--- src/rtl/trig_record_readout.sv ---
// trig_record_readout: queues trigger records ({mask, first-fire clock count})
// in a circular buffer and serializes each one as four 16-bit words on a
// valid/ready stream.
//   clk_adc, rst (async, active-high)
//   rec_wr/rec_mask/rec_time  : record write pulse and payload
//   flush                     : synchronous clear of queue, readout and overflow
//   rd_data/rd_valid/rd_ready : word stream, rd_last marks word 3 of a record
//   fifo_count/empty/full     : records queued, excluding the one being sent
//   overflow                  : sticky, a record was dropped
//   ovf_count                 : dropped-record count, only with TRIG_RECORD_OVF_COUNT_EN
module trig_record_readout #(
  parameter int unsigned DEPTH  = 8,
  parameter int unsigned TS_W   = 56,
  parameter int unsigned MASK_W = 8
) (
  input  logic                         clk_adc,
  input  logic                         rst,
  input  logic                         rec_wr,
  input  logic [MASK_W-1:0]            rec_mask,
  input  logic [TS_W-1:0]              rec_time,
  input  logic                         flush,
  output logic [15:0]                  rd_data,
  output logic                         rd_valid,
  input  logic                         rd_ready,
  output logic                         rd_last,
  output logic [$clog2(DEPTH+1)-1:0]   fifo_count,
  output logic                         fifo_empty,
  output logic                         fifo_full,
  output logic                         overflow
`ifdef TRIG_RECORD_OVF_COUNT_EN
  ,
  output logic [15:0]                  ovf_count
`endif
);

  localparam int unsigned AW    = $clog2(DEPTH);
  localparam int unsigned CW    = $clog2(DEPTH+1);
  localparam int unsigned REC_W = MASK_W + TS_W;

  typedef enum logic [0:0] {IDLE, SEND} state_t;

  state_t             state_q, state_d;
  logic [REC_W-1:0]   mem [DEPTH];
  logic [AW-1:0]      wr_ptr_q, rd_ptr_q;
  logic [REC_W-1:0]   sreg_q;
  logic [1:0]         idx_q;
  logic               pop, hs, wr_acc, drop;
  logic [CW-1:0]      count_d;

  // Reader FSM next state, pop / handshake decode; flush overrides everything
  always_comb begin
    state_d = state_q;
    pop     = 1'b0;
    hs      = 1'b0;
    case (state_q)
      IDLE: begin
        if (fifo_count != '0) begin
          pop     = 1'b1;
          state_d = SEND;
        end
      end
      SEND: begin
        if (rd_ready) begin
          hs = 1'b1;
          if (idx_q == 2'd3) state_d = IDLE;
        end
      end
      default: state_d = IDLE;
    endcase
    if (flush) begin
      state_d = IDLE;
      pop     = 1'b0;
      hs      = 1'b0;
    end
  end

  // A pop in the same cycle frees the slot, so a write at full is still accepted
  always_comb begin
    wr_acc  = rec_wr && !flush && ((fifo_count != CW'(DEPTH)) || pop);
    drop    = rec_wr && !flush && (fifo_count == CW'(DEPTH)) && !pop;
    count_d = fifo_count;
    if (wr_acc && !pop)      count_d = fifo_count + CW'(1);
    else if (pop && !wr_acc) count_d = fifo_count - CW'(1);
  end

  // State register
  always_ff @(posedge clk_adc or posedge rst) begin
    if (rst) state_q <= IDLE;
    else     state_q <= state_d;
  end

  // Record storage; at full the popped slot is read before being overwritten
  always_ff @(posedge clk_adc) begin
    if (wr_acc) mem[wr_ptr_q] <= {rec_mask, rec_time};
  end

  // Pointers, count/flags, overflow and word serializer
  always_ff @(posedge clk_adc or posedge rst) begin
    if (rst) begin
      wr_ptr_q   <= '0;
      rd_ptr_q   <= '0;
      fifo_count <= '0;
      fifo_empty <= 1'b1;
      fifo_full  <= 1'b0;
      overflow   <= 1'b0;
      sreg_q     <= '0;
      idx_q      <= '0;
      rd_valid   <= 1'b0;
      rd_last    <= 1'b0;
      rd_data    <= '0;
    end else if (flush) begin
      wr_ptr_q   <= '0;
      rd_ptr_q   <= '0;
      fifo_count <= '0;
      fifo_empty <= 1'b1;
      fifo_full  <= 1'b0;
      overflow   <= 1'b0;
      sreg_q     <= '0;
      idx_q      <= '0;
      rd_valid   <= 1'b0;
      rd_last    <= 1'b0;
      rd_data    <= '0;
    end else begin
      if (wr_acc) wr_ptr_q <= wr_ptr_q + AW'(1);
      if (pop)    rd_ptr_q <= rd_ptr_q + AW'(1);
      fifo_count <= count_d;
      fifo_empty <= (count_d == '0);
      fifo_full  <= (count_d == CW'(DEPTH));
      if (drop) overflow <= 1'b1;
      rd_valid <= (state_d == SEND);
      if (pop) begin
        // w0 goes straight out; the remaining three words stay in the shifter
        rd_data <= mem[rd_ptr_q][REC_W-1 -: 16];
        sreg_q  <= mem[rd_ptr_q] << 16;
        idx_q   <= 2'd0;
        rd_last <= 1'b0;
      end else if (hs) begin
        rd_data <= sreg_q[REC_W-1 -: 16];
        sreg_q  <= sreg_q << 16;
        idx_q   <= idx_q + 2'd1;
        rd_last <= (idx_q == 2'd2);
      end
    end
  end

`ifdef TRIG_RECORD_OVF_COUNT_EN
  // Saturating dropped-record counter
  always_ff @(posedge clk_adc or posedge rst) begin
    if (rst)                                  ovf_count <= '0;
    else if (flush)                           ovf_count <= '0;
    else if (drop && (ovf_count != 16'hFFFF)) ovf_count <= ovf_count + 16'd1;
  end
`endif

endmodule

--- config.mk ---
export PLATFORM = sky130hd
export DESIGN_NAME = trig_record_readout
export DESIGN_NICKNAME = d
export VERILOG_FILES = /design/src/rtl/trig_record_readout.sv
export SDC_FILE = /design/constraint.sdc
export NUM_CORES = 1
export LEC_CHECK = 0
export BUFFER_PORTS_ARGS = -buffer_cell sky130_fd_sc_hd__buf_2
export CAP_MARGIN = 30
export CELL_PAD_IN_SITES_DETAIL_PLACEMENT = 2
export CELL_PAD_IN_SITES_GLOBAL_PLACEMENT = 2
export CORE_AREA = 2 2 223 225
export CTS_CLUSTER_SIZE = 20
export DETAILED_ROUTE_END_ITERATION = 6
export DIE_AREA = 0 0 225 227
export GPL_TIMING_DRIVEN = 0
export PLACE_DENSITY_LB_ADDON = 0.1
export SLEW_MARGIN = 20
export SYNTH_ARGS = -nofsm -noshare
export SYNTH_HDL_FRONTEND = slang
export SYNTH_SLANG_ARGS = --single-unit
export TNS_END_PERCENT = 5
--- constraint.sdc ---
create_clock -name clk_adc -period 7.1 [get_ports clk_adc]
set_input_delay 0.71 -clock clk_adc [delete_from_list [all_inputs] [get_ports clk_adc]]
set_output_delay 0.71 -clock clk_adc [all_outputs]
set_load 0.005 [all_outputs]
Word-level counts from Yosys, hierarchy flattened
Memory sizes are Yosys's and may differ from the RTL's.
Index checks and enable logic that the tools add are counted.
{"block": "word_totals", "reg_bits": 98, "mem_bits_rw": 512, "output_inout_bits": 25, "word_cells": 76, "n_memories": 1}
{"block": "op_classes", "n_addsub": 5, "n_eq_ne": 5, "mux": 36, "n_bitwise": 1, "n_reduce_logical": 16}
{"memory": "mem", "words": 8, "word_bits": 64, "read_ports": 1, "rd_clocked_by_memory_dff": 0, "wr": 1, "line_no": "43", "rtl": "logic [REC_W-1:0] mem [DEPTH];"}
{"op": "64-bit 2-to-1 mux", "count": 3}
{"op": "16-bit 2-to-1 mux", "count": 3}
{"op": "1-bit 2-to-1 mux", "count": 19}
{"op": "3-bit 2-to-1 mux", "count": 4}
{"op": "4-bit 2-to-1 mux", "count": 3}
{"op": "4-bit equality test, second input constant", "count": 2}
{"op": "3-bit by 1-bit adder with 3-bit output, second input constant", "count": 2}
{"op": "1-bit logical AND", "count": 6}
{"op": "2-bit 2-to-1 mux", "count": 3}
{"op": "2-bit nonzero test", "count": 3}
{"op": "4-bit by 1-bit adder with 4-bit output, second input constant", "count": 1}
{"op": "2-bit equality test, second input constant", "count": 2}
{"op": "4-bit zero test", "count": 1}
{"op": "4-bit != test, second input constant", "count": 1}
{"op": "4-bit nonzero test", "count": 1}
{"op": "4-bit by 1-bit subtractor with 4-bit output, second input constant", "count": 1}
{"op": "1-bit zero test", "count": 3}
{"op": "3-bit nonzero test", "count": 1}
{"op": "2-bit by 1-bit adder with 2-bit output, second input constant", "count": 1}
{"op": "1-bit one-hot mux with 2 select lines", "count": 1}
{"op": "1-bit logical OR", "count": 1}
{"op": "1-bit NOT", "count": 1}

Logic depth before layout (Yosys ltp)
Gate-level depths: netlist (run 1).
{"block": "logic_depth", "depth_word": 12, "mapped_depth": 9}

Worst setup path after synthesis (run 1)
Ideal clock, no wire load.
{"block": "synth_path", "path_type": "flip-flop to flip-flop", "from": "register fifo_count[0]", "to": "memory mem[0][0] (netlist bit) (enable)", "setup_ps": 565, "arrival_time_ps": 5770, "slack_ps": 765, "path_stages_with_launch": 6, "n_path_buf": 0, "period_less_slack_ps": 6335, "path_cell_list": "dfrtp_1 inv_1 ha_1 and4b_1 or3_1 nor3_1"}
{"block": "synth_via", "elab_chain_cells": 8}
{"item": "start: declaration", "line_no": "26", "rtl": "output logic [$clog2(DEPTH+1)-1:0] fifo_count,"}
{"item": "start signal: assignment", "line_no": "126", "rtl": "fifo_count <= count_d;"}
{"item": "4-bit nonzero test", "line_no": "57", "rtl": "if (fifo_count != '0) begin"}
{"item": "1-bit 2-to-1 mux", "line_no": "57"}
{"item": "1-bit 2-to-1 mux", "line_no": "55", "rtl": "case (state_q)"}
{"item": "1-bit 2-to-1 mux", "line_no": "70", "rtl": "if (flush) begin"}
{"item": "1-bit logical OR *", "line_no": "79", "rtl": "wr_acc = rec_wr && !flush && ((fifo_count != CW'(DEPTH)) || pop);"}
{"item": "1-bit logical AND *", "line_no": "79"}
{"item": "1-bit 2-to-1 mux *", "line_no": "94", "rtl": "if (wr_acc) mem[wr_ptr_q] <= {rec_mask, rec_time};"}
{"item": "1-bit 2-to-1 mux (implied by the code) *", "line_no": "94"}
{"item": "end: declaration", "line_no": "43"}
Every way passes the cells marked *; elsewhere a longest branch is shown, timed or not.

Final worst setup path (run 1)
{"block": "layout_path", "from": "register fifo_count[0]", "to": "memory mem[0][37] (netlist bit) (enable)"}
The elaborated chain is that of the path after synthesis.

==> impl_metrics.json, run 1 <==
{
  "main_combinational_cell_family_by_area_after_synthesis": "multiplexers",
  "synth_top_cells_by_count": "sky130_fd_sc_hd__edfxtp_1 (512), sky130_fd_sc_hd__mux4_2 (128), sky130_fd_sc_hd__nand2_1 (124), sky130_fd_sc_hd__dfrtp_1 (80), sky130_fd_sc_hd__mux2i_1 (66)",
  "run_status": "completed",
  "tritoncts": "done",
  "final_cycle_utilization_of_the_critical_path_pct": 51.2,
  "synth.most_common_cell": "sky130_fd_sc_hd__edfxtp_1",
  "clock_tree.buffer_depth": 3,
  "gr-usage-all-layers_pct": 26.0,
  "first_pass_grt_wire_length_mm": 94.5,
  "drt_pass1_iterations": 5,
  "hold_fix_buffer_count_after_cts": 0,
  "post-cts-setup-buffer-count": 0,
  "post_route_setup_tns_ps": 0,
  "netlist_top_cells_area": "sky130_fd_sc_hd__edfxtp_1 (67%), sky130_fd_sc_hd__mux4_2 (13%), sky130_fd_sc_hd__dfrtp_1 (8.7%), sky130_fd_sc_hd__mux2i_1 (2.9%), sky130_fd_sc_hd__nand2_1 (2.0%)",
  "whs_ps": 69.3,
  "port-buffer-count": 93,
  "grt_antenna_before_repair": 2,
  "post_synth_mux_area_share_pct": 15.4,
  "detail_route.iter0.violations": 920,
  "critPathLaunch": "fifo_count[0]",
  "global_route.overflow_total": 0,
  "worstMarginPinSlew_ps": 994,
  "core.rowCount": 81,
  "worstPathMaxFanout": 8,
  "fmax_ghz": 0.275,
  "cts.reportedPaths.clkPinSlew_ps": 60,
  "setup_repair_after_global_routing_missed_its_margin": "false",
  "route.detailed.vias_per_inst": 5.93,
  "routed_wire_length_per_instance_um": 31.3,
  "worst_ir_drop_vdd_uv": 195,
  "final_antenna_net_count": 0,
  "ctsRootBufferMaster": "sky130_fd_sc_hd__clkbuf_16",
  "drv_cap": 0,
  "vias": 12100,
  "design.final.nets": 1449,
  "grt_start_max_net_pins": 55,
  "power.leakage_uw": 0.00894,
  "synth_cell_types": 43,
  "net_count_after_synthesis": 1250,
  "place.gp.congestion": 0.779,
  "synthDominantAreaCellType": "sky130_fd_sc_hd__edfxtp_1",
  "setup_viol": 0,
  "die_y_extent_um": 227,
  "arrival_worst_endpoint_ps": 3970,
  "dpl.hpwl_mm": 43.1,
  "synthesis.instances": 1175,
  "timing.reg2reg.worst_path_depth": 10,
  "first_global_vias": 13600,
  "path_class": "reg2reg",
  "ys.flop_type": "sky130_fd_sc_hd__edfxtp_1",
  "cts_bufs_inserted": 61,
  "synth_enable_flop_cells": 512,
  "die_x_um": 225,
  "required_ps": 7440,
  "cts.sinks": 593,
  "end_of_the_worst_register_to_register_path": "mem[0][37]",
  "synth_adder_area_share_pct": 0.326,
  "timing.final.max_slew_violations": 0,
  "flow.area_growth_from_synthesis_pct": 17.1,
  "route.detailed.drc": 0,
  "synth_sequential_area_ratio_pct": 75.6,
  "initial_utilization_pct": 47.4,
  "setup.worst_path.start_class": "flop",
  "power_density_nw_per_um2": 348,
  "synth_area_per_cell_um2": 19.6,
  "async_reset_ff_share_pct": 13.7,
  "ctsResizeCount": 0,
  "num_io_pins": 94,
  "synthXorXnorAreaFrac_pct": 0.304,
  "drive_gt1_share_pct": 28.4,
  "layout_min_cycle_time_ps": 3640,
  "synth_compound_area_share_pct": 3.47,
  "yosys.area_share.simple_pct": 3.03,
  "fp.dieArea_um2": 51100,
  "fin_worst_skew_ps": 12.5,
  "regToRegStartpoint": "fifo_count[0]",
  "worst_slew_margin_rel_pct": 33.7,
  "critPathCaptureType": "flop",
  "synth_warn": 0,
  "design.core.area_um2": 48500,
  "timing.hold.worst.class": "in2async",
  "timing.final.hold_violations": 0,
  "synth_top_cell_area_share_pct": 66.8,
  "insertion_delay_ps": 640,
  "rrSetupSlack_ps": 3460,
  "number_of_synthesized_register_bits": 593,
  "routed_wirelength_mm": 64.1,
  "synthesis.area_um2": 23000,
  "htreeDepth": 2
}
[worst max-delay path, stage by stage (launching register included)]
cell	delay, ps
sky130_fd_sc_hd__dfrtp_1	500
sky130_fd_sc_hd__inv_1	130
sky130_fd_sc_hd__ha_1	300
sky130_fd_sc_hd__and4b_1	270
sky130_fd_sc_hd__or3_1	540
sky130_fd_sc_hd__nor3_2	480
sky130_fd_sc_hd__buf_4	290
sky130_fd_sc_hd__buf_4	220
sky130_fd_sc_hd__buf_4	210
sky130_fd_sc_hd__buf_4	180
sky130_fd_sc_hd__buf_4	200
[layout by cell type (no fill, tap or decap), types with 13 or more instances in the layout]
master                      instances
sky130_fd_sc_hd__mux4_2           128
sky130_fd_sc_hd__clkbuf_16         61
sky130_fd_sc_hd__dfrtp_1           80
sky130_fd_sc_hd__buf_2            108
sky130_fd_sc_hd__clkbuf_1          45
sky130_fd_sc_hd__mux2i_1           66
sky130_fd_sc_hd__o21ai_0           56
sky130_fd_sc_hd__nor2_1            13
sky130_fd_sc_hd__buf_6             16
sky130_fd_sc_hd__o31ai_1           49
sky130_fd_sc_hd__edfxtp_1         512
sky130_fd_sc_hd__nand2_1          124
sky130_fd_sc_hd__buf_4             29
[logic make-up after synthesis]
group | Yosys count
flip-flops | 593
multiplexers | 195
AND/OR/NAND/NOR | 167
AO/OA/AOI/OAI | 130
buffers and inverters | 76
XOR/XNOR | 8
adder cells (fa/ha/maj) | 6
[flip-flops by register name, summed over array words and instances, names as in the netlist]
| name | cells |
|---|---|
| fifo_full | 1 |
| overflow | 1 |
| idx_q | 2 |
| fifo_empty | 1 |
| wr_ptr_q | 3 |
| sreg_q | 48 |
| mem | 512 |
| rd_data | 16 |
| fifo_count | 4 |
| rd_valid | 1 |
| rd_last | 1 |
| rd_ptr_q | 3 |
[power breakdown]
group / switching (uW) / leakage [uW] / internal (uW)
Sequential: 131 / 0.00571 / 3970
Clock: 1360 / 0.000962 / 1830
Combinational: 1280 / 0.00227 / 803
Total: 2770 / 0.00894 / 6600
[per-stage QoR]
step	setup WS, ps	util [%]	instances	instance area [um2]	total power [uW]
2_1_floorplan	765	-	1175	23000	5440
3_3_place_gp	-4570	50.0	1890	24300	6130
3_5_place_dp	3490	51.5	1933	25000	6240
4_1_cts	3440	55.5	2046	27000	9450
5_1_grt	3330	55.5	2046	27000	9730
6_report	3460	55.5	2047	27000	9370
[metal layers]
metal | GRT usage [%] | share of wire [%]
met1 | 35.2 | 42
met2 | 44.5 | 50
met3 | 4.13 | 4.9
met4 | 6.60 | 2.4
met5 | 0 | 0.042
[layout make-up]
type                       instances  area (um2)
multi-input combinational        506        5250
sequential                       593       17400
clock inverter                    28         289
inverter                           7        28.8
fill                            4092       21600
timing repair buffer             136        1130
buffer                            69         399
clock buffer                      85        1680
antenna                            1        2.50
tap                              622         778
[how the worst max path moves through the flow]
stage | end | slack, ps | cells after the start
3_5_place_dp | mem[0][37] | 3490 | 10
2_1_floorplan | mem[0][0] | 760 | 5
4_1_cts | mem[0][37] | 3440 | 10
6_report | mem[0][37] | 3460 | 10
5_1_grt | mem[0][24] | 3330 | 10
3_3_place_gp | mem[0][37] | -4570 | 5
(Power assumes the default switching activity.)
==> run 2: changes to the inputs <==
--- a/config.mk
+++ b/config.mk
@@ -9,10 +9,10 @@
 export CAP_MARGIN = 30
 export CELL_PAD_IN_SITES_DETAIL_PLACEMENT = 2
 export CELL_PAD_IN_SITES_GLOBAL_PLACEMENT = 2
-export CORE_AREA = 2 2 223 225
+export CORE_AREA = 2 2 235 237
 export CTS_CLUSTER_SIZE = 20
 export DETAILED_ROUTE_END_ITERATION = 6
-export DIE_AREA = 0 0 225 227
+export DIE_AREA = 0 0 237 239
 export GPL_TIMING_DRIVEN = 0
 export PLACE_DENSITY_LB_ADDON = 0.1
 export SLEW_MARGIN = 20
==> constraint.sdc (replaced) <==
create_clock -name clk_adc -period 2.9 [get_ports clk_adc]
set_input_delay 0.29 -clock clk_adc [delete_from_list [all_inputs] [get_ports clk_adc]]
set_output_delay 0.29 -clock clk_adc [all_outputs]
set_load 0.005 [all_outputs]
==> impl_metrics.json, run 2 (synthesis gave the netlist of run 1 again) <==
{
  "design.core.area_um2": 54300,
  "final_antenna_net_count": 0,
  "grt_antenna_before_repair": 2,
  "worst_slew_margin_rel_pct": 33.6,
  "slowest_delay_ps": 480,
  "setup_viol": 0,
  "tritoncts": "done",
  "ctsRootBufferMaster": "sky130_fd_sc_hd__clkbuf_16",
  "route.detailed.vias_per_inst": 5.57,
  "htreeDepth": 2,
  "timing.reg2reg.worst_path_depth": 8,
  "num-fill-cells": 4729,
  "design.final.nets": 1512,
  "arrival_worst_endpoint_ps": 3180,
  "dpl.hpwl_mm": 41.6,
  "worstPathMaxFanout": 11,
  "vias": 12200,
  "detail_route.iter0.violations": 822,
  "layout_top_registers": "mem: 512 flops, sreg_q: 48 flops, rd_data: 16 flops",
  "cts_bufs_inserted": 61,
  "worstPathBufferInverterCount": 4,
  "global_route.overflow_total": 0,
  "num_io_pins": 94,
  "first_global_vias": 13700,
  "fin_worst_skew_ps": 20.6,
  "worst_ir_drop_vdd_uv": 522,
  "grt_start_max_net_pins": 56,
  "setup_repair_after_global_routing_missed_its_margin": "true",
  "post-place-cells": 2011,
  "critPathCaptureType": "flop",
  "required_ps": 3240,
  "routed_wirelength_mm": 63.5,
  "run_status": "completed",
  "first_pass_grt_wire_length_mm": 94.4,
  "post-layout-total-power_uw": 23300,
  "timing.final.hold_violations": 0,
  "initial_utilization_pct": 42.4,
  "port-buffer-count": 93,
  "final_cycle_utilization_of_the_critical_path_pct": 97.8,
  "routed_wire_length_per_instance_um": 28.9,
  "registers.top_by_ff_count": "mem",
  "place.gp.congestion": 0.756,
  "timing.final.max_slew_violations": 0,
  "path_class": "reg2reg",
  "insertion_delay_ps": 640,
  "cts.sinks": 593,
  "mostFrequentLayoutCell": "sky130_fd_sc_hd__edfxtp_1",
  "setup.worst_path.start_class": "flop",
  "final-seq-area_um2": 17400,
  "path_common_cell": "sky130_fd_sc_hd__buf_8",
  "die_y_extent_um": 239,
  "timing.hold.worst.class": "in2reg",
  "cts.reportedPaths.clkPinSlew_ps": 60,
  "post_route_setup_tns_ps": 0,
  "die_x_um": 237,
  "power.leakage_uw": 0.00931,
  "worstMarginPinSlew_ps": 996,
  "worstPathCellList": "inv_2 > ha_2 > and4b_1 > or3_4 > nor3_4 > buf_8 > buf_8 > buf_8",
  "worst_hold_path.num_cells": 4,
  "fp.dieArea_um2": 56600,
  "cp_top_family": "simple AND/OR/NAND/NOR gates",
  "drv_cap": 0,
  "slowest_stage": "sky130_fd_sc_hd__or3_4",
  "gr-usage-all-layers_pct": 23.1,
  "non_filler_instance_count_after_layout": 2194,
  "clock_tree.buffer_depth": 3,
  "mostFrequentLayoutCells": "sky130_fd_sc_hd__edfxtp_1 (512), sky130_fd_sc_hd__mux4_2 (128), sky130_fd_sc_hd__nand2_1 (123), sky130_fd_sc_hd__buf_2 (108), sky130_fd_sc_hd__dfrtp_1 (78)",
  "power_density_nw_per_um2": 833,
  "multiInputGateArea_um2": 5280,
  "core.rowCount": 86,
  "utilization_pct": 51.5,
  "largest_register_ffs": 512,
  "flow.area_growth_from_synthesis_pct": 21.6,
  "route.detailed.drc": 0,
  "critical_path_depth": 8,
  "layout_min_cycle_time_ps": 2830,
  "num_antenna_cells": 0,
  "fmax_ghz": 0.353,
  "drive_gt1_share_pct": 27.9,
  "drt_pass1_iterations": 4
}
## run 2: cell count changes in the layout (fill, tap and decap cells not counted), moves of 9 or more
| cell | before | now |
|---|---|---|
| sky130_fd_sc_hd__buf_4 | 29 | 13 |
| sky130_fd_sc_hd__buf_8 | 0 | 13 |
| sky130_fd_sc_hd__clkbuf_1 | 45 | 33 |
| sky130_fd_sc_hd__clkinv_1 | 6 | 15 |
| sky130_fd_sc_hd__dlygate4sd3_1 | 0 | 66 |
## run 2: worst min-delay path, delay by kind of cell
kind / cells / cell delay (ps)
AND/OR/NAND/NOR: 2 / 150
buffers and inverters: 1 / 120
AO/OA/AOI/OAI: 1 / 70
## run 2: worst paths after layout
kind	end	slack [ps]	startpoint
hold reg to reg	rd_data[2]	480	rd_data[2]
setup / recovery	mem[0][21]	70	fifo_count[0]
setup reg to reg	mem[0][21]	70	fifo_count[0]
min in group asynchronous	rd_data[4]	210	rst
max in group asynchronous	sreg_q[47]	2060	rst
hold / removal	rd_valid	30	rd_ready
## run 2: report_power, final
group	switching (uW)	internal, uW
combinational	3110	2040
clock	3390	4770
sequential	315	9730
## run 2: through the flow
step	instance area [um2]	setup WS, ps	hold slack, ps
global placement	24400	-2730	458
floorplan	23100	-531	389
detailed placement	25300	-356	324
global route	28000	-10.5	42.4
finish	28000	65.1	30.9
CTS	28000	15.3	1.48
## run 2: repair_timing
action	in CTS	in global routing
setup buffers	1	0
hold buffers	66	0
resized for setup	4	7
setup endpoints to repair	83	31
pin swaps	3	1
hold endpoints to repair	539	0
## run 2: cell type report
cell class | count | share of cell area, %
multi-input combinational | 506 | 18.8
timing repair buffer | 199 | 6.92
buffer | 69 | 1.45
tap | 704 | 3.15
clock buffer | 74 | 5.77
sequential | 593 | 62.2
clock inverter | 42 | 1.62
inverter | 7 | 0.103
## run 2: layer usage
metal | vias up | part of all wire, % | GRT usage [%]
met5 | - | 0.035 | 0
li1 | 5264 | - | -
met3 | 95 | 3.1 | 2.92
met1 | 6634 | 44 | 31.3
met2 | 229 | 50 | 39.6
met4 | 4 | 2.5 | 6.71
